File: config.mk
export PLATFORM = sky130hd
export DESIGN_NAME = count_stability_filter
export DESIGN_NICKNAME = d
export VERILOG_FILES = /design/src/rtl/count_seq_checker_pkg.sv /design/src/rtl/count_stability_filter.sv
export SDC_FILE = /design/constraint.sdc
export NUM_CORES = 1
export LEC_CHECK = 0
export BUFFER_PORTS_ARGS = -buffer_cell sky130_fd_sc_hd__buf_2
export CAP_MARGIN = 10
export CORE_UTILIZATION = 41
export CTS_CLUSTER_DIAMETER = 150
export DETAILED_ROUTE_END_ITERATION = 10
export PLACE_DENSITY = 0.71
export SYNTH_ARGS = -nofsm -noshare
export SYNTH_HDL_FRONTEND = slang
export SYNTH_SLANG_ARGS = --single-unit
File: constraint.sdc
create_clock -name clk -period 3.45 [get_ports clk]
set_clock_uncertainty 0.05 [all_clocks]
set_input_delay 0.69 -clock clk [delete_from_list [all_inputs] [get_ports clk]]
set_output_delay 0.69 -clock clk [all_outputs]
set_load 0.1 [all_outputs]
File: src/rtl/count_seq_checker_pkg.sv
// Shared types and default sizing for the count sequence checker.
package count_seq_checker_pkg;

    localparam int WIDTH_DEF  = 4;
    localparam int STABLE_DEF = 2;
    localparam int ERR_W_DEF  = 4;

    typedef enum logic [1:0] {
        IDLE,
        ACQUIRE,
        TRACK,
        ERROR
    } state_t;

endpackage

File: src/rtl/count_stability_filter.sv
// Two-flop synchronizer plus run-length filter for a rippling count bus.
module count_stability_filter
    import count_seq_checker_pkg::*;
#(
    parameter int WIDTH         = WIDTH_DEF,
    parameter int STABLE_CYCLES = STABLE_DEF
) (
    input  logic             clk,
    input  logic             clear_n,
    input  logic [WIDTH-1:0] cnt_in,
    input  logic [WIDTH-1:0] ref_val,
    output logic [WIDTH-1:0] acc_val,
    output logic             acc_stb
);

    localparam logic [3:0] RUN_MAX = 4'(STABLE_CYCLES);

    logic [WIDTH-1:0] sync1;
    logic [WIDTH-1:0] sync2;
    logic [WIDTH-1:0] cand;
    logic [3:0]       run;

    always_ff @(posedge clk or negedge clear_n) begin
        if (!clear_n) begin
            sync1 <= '0;
            sync2 <= '0;
            cand  <= '0;
            run   <= '0;
        end else begin
            sync1 <= cnt_in;
            sync2 <= sync1;
            if (sync2 != cand) begin
                cand <= sync2;
                run  <= 4'd1;
            end else if (run != RUN_MAX) begin
                run <= run + 4'd1;
            end
        end
    end

    // Strobe lasts one cycle: the top loads ref_val from acc_val on it.
    assign acc_val = cand;
    assign acc_stb = (run == RUN_MAX) && (cand != ref_val);

endmodule

==> results of run 1 <==
-- cell type report --
type                            count  area, um2
Clock buffer                        3      22.52
Fill cell                         123      626.9
Inverter                            1      3.754
Multi-Input combinational cell     23      191.4
Sequential cell                    16      400.4
Tap cell                           15      18.77
Timing Repair Buffer               14      70.07
-- synth_stat cells --
cell type and number:
a211oi_2 1, a41oi_1 1, buf_2 1, clkbuf_1 4, dfrtp_1 16, ha_1 2
inv_1 1, nand2_1 1, nand2b_1 1, nand3_1 1, nand4_1 1, nor2_1 3
or3b_1 1, xnor2_1 9, xor2_1 2
-- state kept, by name (all words and copies together) (netlist names) --
signal and flops:
sync1 4, sync2 4, acc_val 4, run 4
-- path summary, 6_finish.rpt --
check	cells after the start	to
worst min register to register	0	sync2[2]
min in group clk	0	sync2[2]
max in group asynchronous	1	run[3]
worst max-delay path	5	acc_stb
worst max register to register	5	run[0]
worst min-delay path	1	sync1[0]
-- layer usage --
layer / share of wire / global-route usage / routed length [um]
met1: 0.39 / 0.1123 / 313
met2: 0.56 / 0.2143 / 448
met3: 0.037 / 0.01667 / 30
met4: 0.015 / 0.1250 / 12
met5: 0 / 0 / 0
-- through the flow --
stage	setup WS (ps)	cell area [um2]	hold slack, ps	utilization
final	739.5	706.9	253.1	0.5300
after global routing	652.1	706.9	267.8	0.5300
after floorplan	594.3	615.6	281.2	-
after detailed placement	1031	684.4	287.1	0.5131
after global placement	1077	684.4	282.4	0.5131
after CTS	718.7	706.9	254.3	0.5300
-- cell families (layout without fill, tap and decap cells) --
family	count (synthesis)	in the layout	share of synthesized area
buffers and inverters	6	18	0.03907
and+or+nand+nor	8	8	0.06790
adders and majority gates	2	2	0.04115
AOI/OAI and AO/OA	2	2	0.03498
DFF	16	16	0.6584
xor gates and xnor gates	11	11	0.1584
-- power breakdown --
part	leakage, nW	switching [mW]	total (mW)	internal (mW)
registers	0.191	0.00640	0.202	0.196
clock network	0.0138	0.0482	0.0886	0.0404
logic	0.130	0.0300	0.0440	0.0140
-- critical path: stages (launching register included) --
cell     delay [ps]
dfrtp_1         420
inv_1            70
ha_1            120
or3b_1          450
a41oi_2         190
buf_2           450
==> metrics.cfg, run 1 <==
[floorplanning]
die_area_um2=1641
initial_core_util=0.4559
ios=15
die_width_um=40.51
rows=13
coreArea_um2=1334
die_y_um=40.51

[final_layout]
mostFrequentLayoutCell=dfrtp_1
nets=71
mostFrequentLayoutCells=dfrtp_1, buf_2, xnor2_1
insertedDiodeCount=0
fin_cells=72
area_growth_pct=16.26
drive_gt1_frac=0.3333

[clocking]
root_buffer=clkbuf_4
clk_latency_ps=270
cts_setup_buffers=0
clockBufferDepth=2
cts_tree=built
cts.repair.resized=0
clkSinkCount=16
cts_buffers=3
cts.hold.buffers_added=0
htree_levels=1
path_clk_slew_ps=80

[min_path]
hold_path.class=in2async

[detailed_routing]
num_vias=332
drt-total-wl_um=805
vias_per_cell=4.611
ant_nets=0
route.detailed.wl_per_inst_um=11.18
drt_iter0_drc=2
dr.pass1.iters=2
drt_drc_violations_left=0

[grt]
grt_first_pass_wirelength_mm=1.179
antenna_found_initial=0
grt_pass1_vias=320
grt_max_degree=17
grt-ovfl-total=0
grt.total_usage=0.1209

[power_and_ir_drop]
finalPower_mw=0.3348
cellLeakagePower_nw=0.3349
p_per_area_nw_per_um2=473.6
ir_worst_vdd_mv=0.2523

[critical_path]
timing.rr.start=run[0]
worst_ep_required_time_ps=2710
worstSetupPathType=reg2out
startpoint_type=flop
worst_setup_path_end_kind=output port
ff2ff_setup_slack_ps=1970
cp.arrival_ps=1970
crit_fanout=5
crit_path_start=run[0]

[synth]
synth_area_leaders=dfrtp_1, xnor2_1, ha_1
seq_area_frac_synth=0.6584
ys_types=15
synth-seq-cells=16
synth_nets=57
avgSynthCellArea_um2=13.51
synth_area_leader_cell=dfrtp_1
yosysWarnings=0
synth_area_um2=608.1
synth_cells=45
yosysTopAreaCellShare=0.6584

[sta]
worst_pin_slew_ps=484.0
fin_tns_setup_ps=0
max_freq_ghz=0.3689
max-slew-margin-rel=0.6795
rsz0062_at_grt=false
report.final.slew_viol_count=0
fin_crit_ps=2710
finalSetupViolCount=0
hold_viol_final=0
period_share=0.7856

[placed_design]
portBuffers=14
hpwl_um=648.7
place_congestion=0.6258
placed_cells=69

[outcome]
status=finished, final reports clean

[job]
drv_cap=0

Power figures use the tool's default switching activity.
==> run 2: changes to the inputs <==
clock period = 2.7 ns   (was 3.45 ns; I/O delays follow)
==> run 2 against run 1 <==
Effect of this change: first-iteration DRC count down 50%; routed wire length up 8.1%; worst hold slack worse by 140 ps; die area unchanged; non-clock buffer count unchanged; sequential cell count unchanged.
==> metrics.cfg, run 2 (synthesized netlist as in run 1, its figures left out) <==
[outcome]
status=finished, final reports clean  ; unchanged

[floorplanning]
die_area_um2=1641  ; unchanged
coreArea_um2=1334  ; unchanged
initial_core_util=0.4559  ; unchanged
die_width_um=40.51  ; unchanged
rows=13  ; unchanged
ios=15  ; unchanged
die_y_um=40.51  ; unchanged

[final_layout]
drive_gt1_frac=0.3333  ; unchanged
multi_input_area_um2=202.7  ; was 191.4 um2
layout.core_utilization=0.5385  ; was 0.5300
mostFrequentLayoutCell=dfrtp_1  ; unchanged
area_growth_pct=18.11  ; was 16.26%
nets=71  ; unchanged
nFillCells=115  ; was 123
mostFrequentLayoutCells=dfrtp_1, buf_2, xnor2_1  ; unchanged
regArea_um2=400.4  ; unchanged
insertedDiodeCount=0  ; unchanged

[detailed_routing]
drt_drc_violations_left=0  ; unchanged
num_vias=333  ; was 332
vias_per_cell=4.625  ; was 4.611
route.detailed.wl_per_inst_um=12.08  ; was 11.18 um
dr.pass1.iters=2  ; unchanged
drt-total-wl_um=870  ; was 805 um
drt_iter0_drc=1  ; was 2
ant_nets=0  ; unchanged

[grt]
grt_first_pass_wirelength_mm=1.338  ; was 1.179 mm
antenna_found_initial=0  ; unchanged
grt_max_degree=17  ; unchanged
grt-ovfl-total=0  ; unchanged
grt_pass1_vias=334  ; was 320
grt.total_usage=0.1439  ; was 0.1209

[power_and_ir_drop]
cellLeakagePower_nw=0.3356  ; was 0.3349 nW
p_per_area_nw_per_um2=602.2  ; was 473.6 nW/um2
ir_worst_vdd_mv=0.3069  ; was 0.2523 mV

[critical_path]
slowest_delay_ps=470  ; was 450 ps
crit_family=buffers and inverters  ; unchanged
cp.arrival_ps=2010  ; was 1970 ps
path_cells=inv_1 -> ha_1 -> or3b_1 -> a41oi_4 -> buf_2  ; was inv_1 -> ha_1 -> or3b_1 -> a41oi_2 -> buf_2
crit_fanout=5  ; unchanged
critPathSlowestCell=or3b_1  ; unchanged
worst_setup_path_end_kind=output port  ; unchanged
worst_ep_required_time_ps=2110  ; was 2710 ps
startpoint_type=flop  ; unchanged
worstSetupPathType=reg2out  ; unchanged
crit_buf_inv=2  ; unchanged

[sta]
finalSetupViolCount=0  ; unchanged
max-slew-margin-rel=0.6747  ; was 0.6795
fin_tns_setup_ps=0  ; unchanged
worst_pin_slew_ps=491.3  ; was 484.0 ps
max_freq_ghz=0.3841
fin_crit_ps=2604
period_share=0.9643
hold_viol_final=0  ; unchanged
rsz0062_at_grt=false  ; unchanged
report.final.slew_viol_count=0  ; unchanged

[clocking]
cts_setup_buffers=0  ; unchanged
cts.repair.resized=0  ; unchanged
cts.hold.buffers_added=0  ; unchanged
cts_buffers=3  ; unchanged
htree_levels=1  ; unchanged
root_buffer=clkbuf_4  ; unchanged
path_clk_slew_ps=80  ; about the same
clkSinkCount=16  ; unchanged
clk_latency_ps=270  ; about the same
clockBufferDepth=2  ; unchanged
cts_tree=built  ; unchanged

[min_path]
hold_path.class=in2async  ; unchanged

[placed_design]
place_congestion=0.6761  ; was 0.6258
portBuffers=14  ; unchanged

[job]
drv_cap=0  ; unchanged

[run 2: power breakdown]
part	internal (mW)	switching, mW
Combinational	0.0180	0.0410
Clock	0.0516	0.0636
Sequential	0.250	0.00809
[run 2: final timing paths]
| path | from | endpoint | slack [ps] | cells past startpoint |
|---|---|---|---|---|
| max | run[0] | acc_stb | 100 | 5 |
| min | clear_n | sync1[1] | 110 | 1 |
| max reg2reg | run[0] | run[0] | 1190 | 5 |
| min reg2reg | sync1[3] | sync2[3] | 300 | 0 |
| max in group asynchronous | clear_n | sync2[0] | 2240 | 1 |
| min in group clk | sync1[3] | sync2[3] | 300 | 0 |
[run 2: area by class of cell]
| cell class | count | share of cell area |
|---|---|---|
| well taps | 15 | 0.02613 |
| flip-flops and latches | 16 | 0.5575 |
| multi-input cells | 23 | 0.2822 |
| repair buffers | 14 | 0.09756 |
| clock buffers | 3 | 0.03136 |
| inverters | 1 | 0.005226 |
[run 2: per-stage QoR]
step	total power [mW]	area, um2	worst slack [ps]	hold WS, ps	cells
2_1_floorplan	0.3062	626.9	196.4	194.4	45
3_3_place_gp	0.3215	695.7	434.0	283.4	69
3_5_place_dp	0.3236	695.7	384.6	287.0	69
4_1_cts	0.4436	718.2	67.00	107.8	72
5_1_grt	0.4600	718.2	2.778	122.0	72
6_report	0.4325	718.2	96.37	111.1	72
[run 2: routing by layer]
layer | global-route usage | routed length, um | vias to the layer above
met3 | 0.05000 | 44 | 2
met5 | 0 | 0 | -
met2 | 0.2500 | 463 | 10
li1 | - | - | 166
met1 | 0.1290 | 349 | 155
met4 | 0.1250 | 13 | 0
==> run 3: changes to the inputs <==
CORE_UTILIZATION = 40   (was 41)
PLACE_DENSITY = 0.7   (was 0.71)
==> run 3 against run 2 <==
Effect of this change: sequential share of layout area down 1.0 points; core utilization up 0.37 points; global-route usage down 2.1 points; critical path depth unchanged; die area up 2.4%; critical endpoint unchanged.
==> metrics.cfg, run 3 (synthesized netlist as in run 1, its figures left out) <==
[floorplanning]
die_y_um=40.99  ; was 40.51 um
coreArea_um2=1350  ; was 1334 um2
die_width_um=40.99  ; was 40.51 um
ios=15  ; unchanged
die_area_um2=1680  ; was 1641 um2
rows=13  ; unchanged
initial_core_util=0.4504  ; was 0.4559

[final_layout]
mostFrequentLayoutCell=dfrtp_1  ; unchanged
area_growth_pct=20.37  ; was 18.11%
nets=71  ; unchanged
insertedDiodeCount=0  ; unchanged
final_area_um2=732.0  ; was 718.2 um2
mostFrequentLayoutCells=dfrtp_1, buf_2, xnor2_1  ; unchanged
drive_gt1_frac=0.3448  ; was 0.3333
nFillCells=113  ; was 115

[clocking]
clockBufferDepth=2  ; unchanged
cts.hold.buffers_added=0  ; unchanged
cts_setup_buffers=0  ; unchanged
htree_levels=1  ; unchanged
cts.repair.resized=0  ; unchanged
path_clk_slew_ps=80  ; about the same
clk_latency_ps=270  ; about the same
root_buffer=clkbuf_4  ; unchanged
clkSinkCount=16  ; unchanged
cts_buffers=3  ; unchanged
cts_tree=built  ; unchanged

[sta]
finalSetupViolCount=0  ; unchanged
max_freq_ghz=0.3838  ; was 0.3841 GHz
report.final.slew_viol_count=0  ; unchanged
hold_viol_final=0  ; unchanged
max-slew-margin-rel=0.6755  ; was 0.6747
fin_crit_ps=2605  ; was 2604 ps
period_share=0.9649  ; was 0.9643
worst_pin_slew_ps=490.1  ; was 491.3 ps
hold_slack_ps=106.9  ; was 111.1 ps
rsz0062_at_grt=false  ; unchanged
fin_tns_setup_ps=0  ; unchanged

[power_and_ir_drop]
switching_share=0.2465  ; was 0.2607
seq_power_share=0.555  ; was 0.597
p_per_area_nw_per_um2=634.7  ; was 602.2 nW/um2
clkPwrFrac=0.319  ; was 0.266
ir_worst_vdd_mv=0.4497  ; was 0.3069 mV
power.switching_mw=0.1145  ; was 0.1128 mW
p_int_mw=0.3500  ; was 0.3198 mW
cellLeakagePower_nw=0.3428  ; was 0.3356 nW
combPwrFrac=0.126  ; was 0.137
finalPower_mw=0.4646  ; was 0.4325 mW

[detailed_routing]
num_vias=326  ; was 333
vias_per_cell=4.466  ; was 4.625
drt_iter0_drc=3  ; was 1
ant_nets=0  ; unchanged
dr.pass1.iters=2  ; unchanged
route.detailed.wl_per_inst_um=10.48  ; was 12.08 um
drt_drc_violations_left=0  ; unchanged
drt-total-wl_um=765  ; was 870 um

[critical_path]
worst_ep_required_time_ps=2110  ; about the same
slowest_delay_ps=470  ; about the same
crit_family=buffers and inverters  ; unchanged
crit_fanout=5  ; unchanged
startpoint_type=flop  ; unchanged
worst_setup_path_end_kind=output port  ; unchanged
critPathSlowestCell=or3b_1  ; unchanged
cp.arrival_ps=2020  ; was 2010 ps
crit_buf_inv=2  ; unchanged
path_cells=inv_1 -> ha_1 -> or3b_1 -> a41oi_4 -> buf_2  ; unchanged
worstSetupPathType=reg2out  ; unchanged

[outcome]
status=finished, final reports clean  ; unchanged

[placed_design]
hpwl_um=597.7
portBuffers=14  ; unchanged
place_congestion=0.6781  ; was 0.6761
place_area_um2=695.7  ; unchanged

[grt]
grt.total_usage=0.1227  ; was 0.1439
grt_max_degree=17  ; unchanged
grt_pass1_vias=328  ; was 334
grt-ovfl-total=0  ; unchanged
grt_first_pass_wirelength_mm=1.235  ; was 1.338 mm
antenna_found_initial=0  ; unchanged

[min_path]
hold_path.class=in2async  ; unchanged

[job]
drv_cap=0  ; unchanged

-- run 3: final cells by class --
| class | count | area (um2) | area share |
|---|---|---|---|
| repair buffers | 14 | 70.07 | 0.09573 |
| clock buffers | 4 | 36.28 | 0.04957 |
| well taps | 15 | 18.77 | 0.02564 |
| flip-flops and latches | 16 | 400.4 | 0.5470 |
| multi-input cells | 23 | 202.7 | 0.2769 |
| inverters | 1 | 3.754 | 0.005128 |
-- run 3: path summary, 6_finish.rpt --
path	startpoint	endpoint	slack [ps]	cells after the start
setup / recovery	run[0]	acc_stb	90	5
hold / removal	clear_n	sync1[1]	110	1
setup reg to reg	run[0]	run[0]	1180	5
hold reg to reg	sync1[3]	sync2[3]	300	0
max in group asynchronous	clear_n	acc_val[2]	2240	1
min in group clk	sync1[3]	sync2[3]	300	0
-- run 3: metrics by stage --
| step | utilization | cells | worst slack, ps |
|---|---|---|---|
| 6_report | 0.5422 | 73 | 94.65 |
| 2_1_floorplan | - | 45 | 196.4 |
| 3_3_place_gp | 0.5153 | 69 | 434.0 |
| 4_1_cts | 0.5422 | 73 | 70.40 |
| 5_1_grt | 0.5422 | 73 | 3.077 |
| 3_5_place_dp | 0.5153 | 69 | 391.1 |
-- run 3: metal layers --
metal	vias up	routed length, um	GRT usage
li1	168	-	-
met1	146	340	0.1286
met2	10	368	0.2031
met3	2	44	0.01630
met4	0	11	0.1250
met5	-	0	0
-- run 3: power groups by stage --
stage          Clock [mW]  Combinational (mW)  Sequential, mW
6_report            0.148              0.0587           0.258
5_1_grt             0.167              0.0639           0.259
3_3_place_gp            0              0.0591           0.262
2_1_floorplan           0              0.0218           0.284
3_5_place_dp            0              0.0596           0.263
4_1_cts             0.157              0.0598           0.258
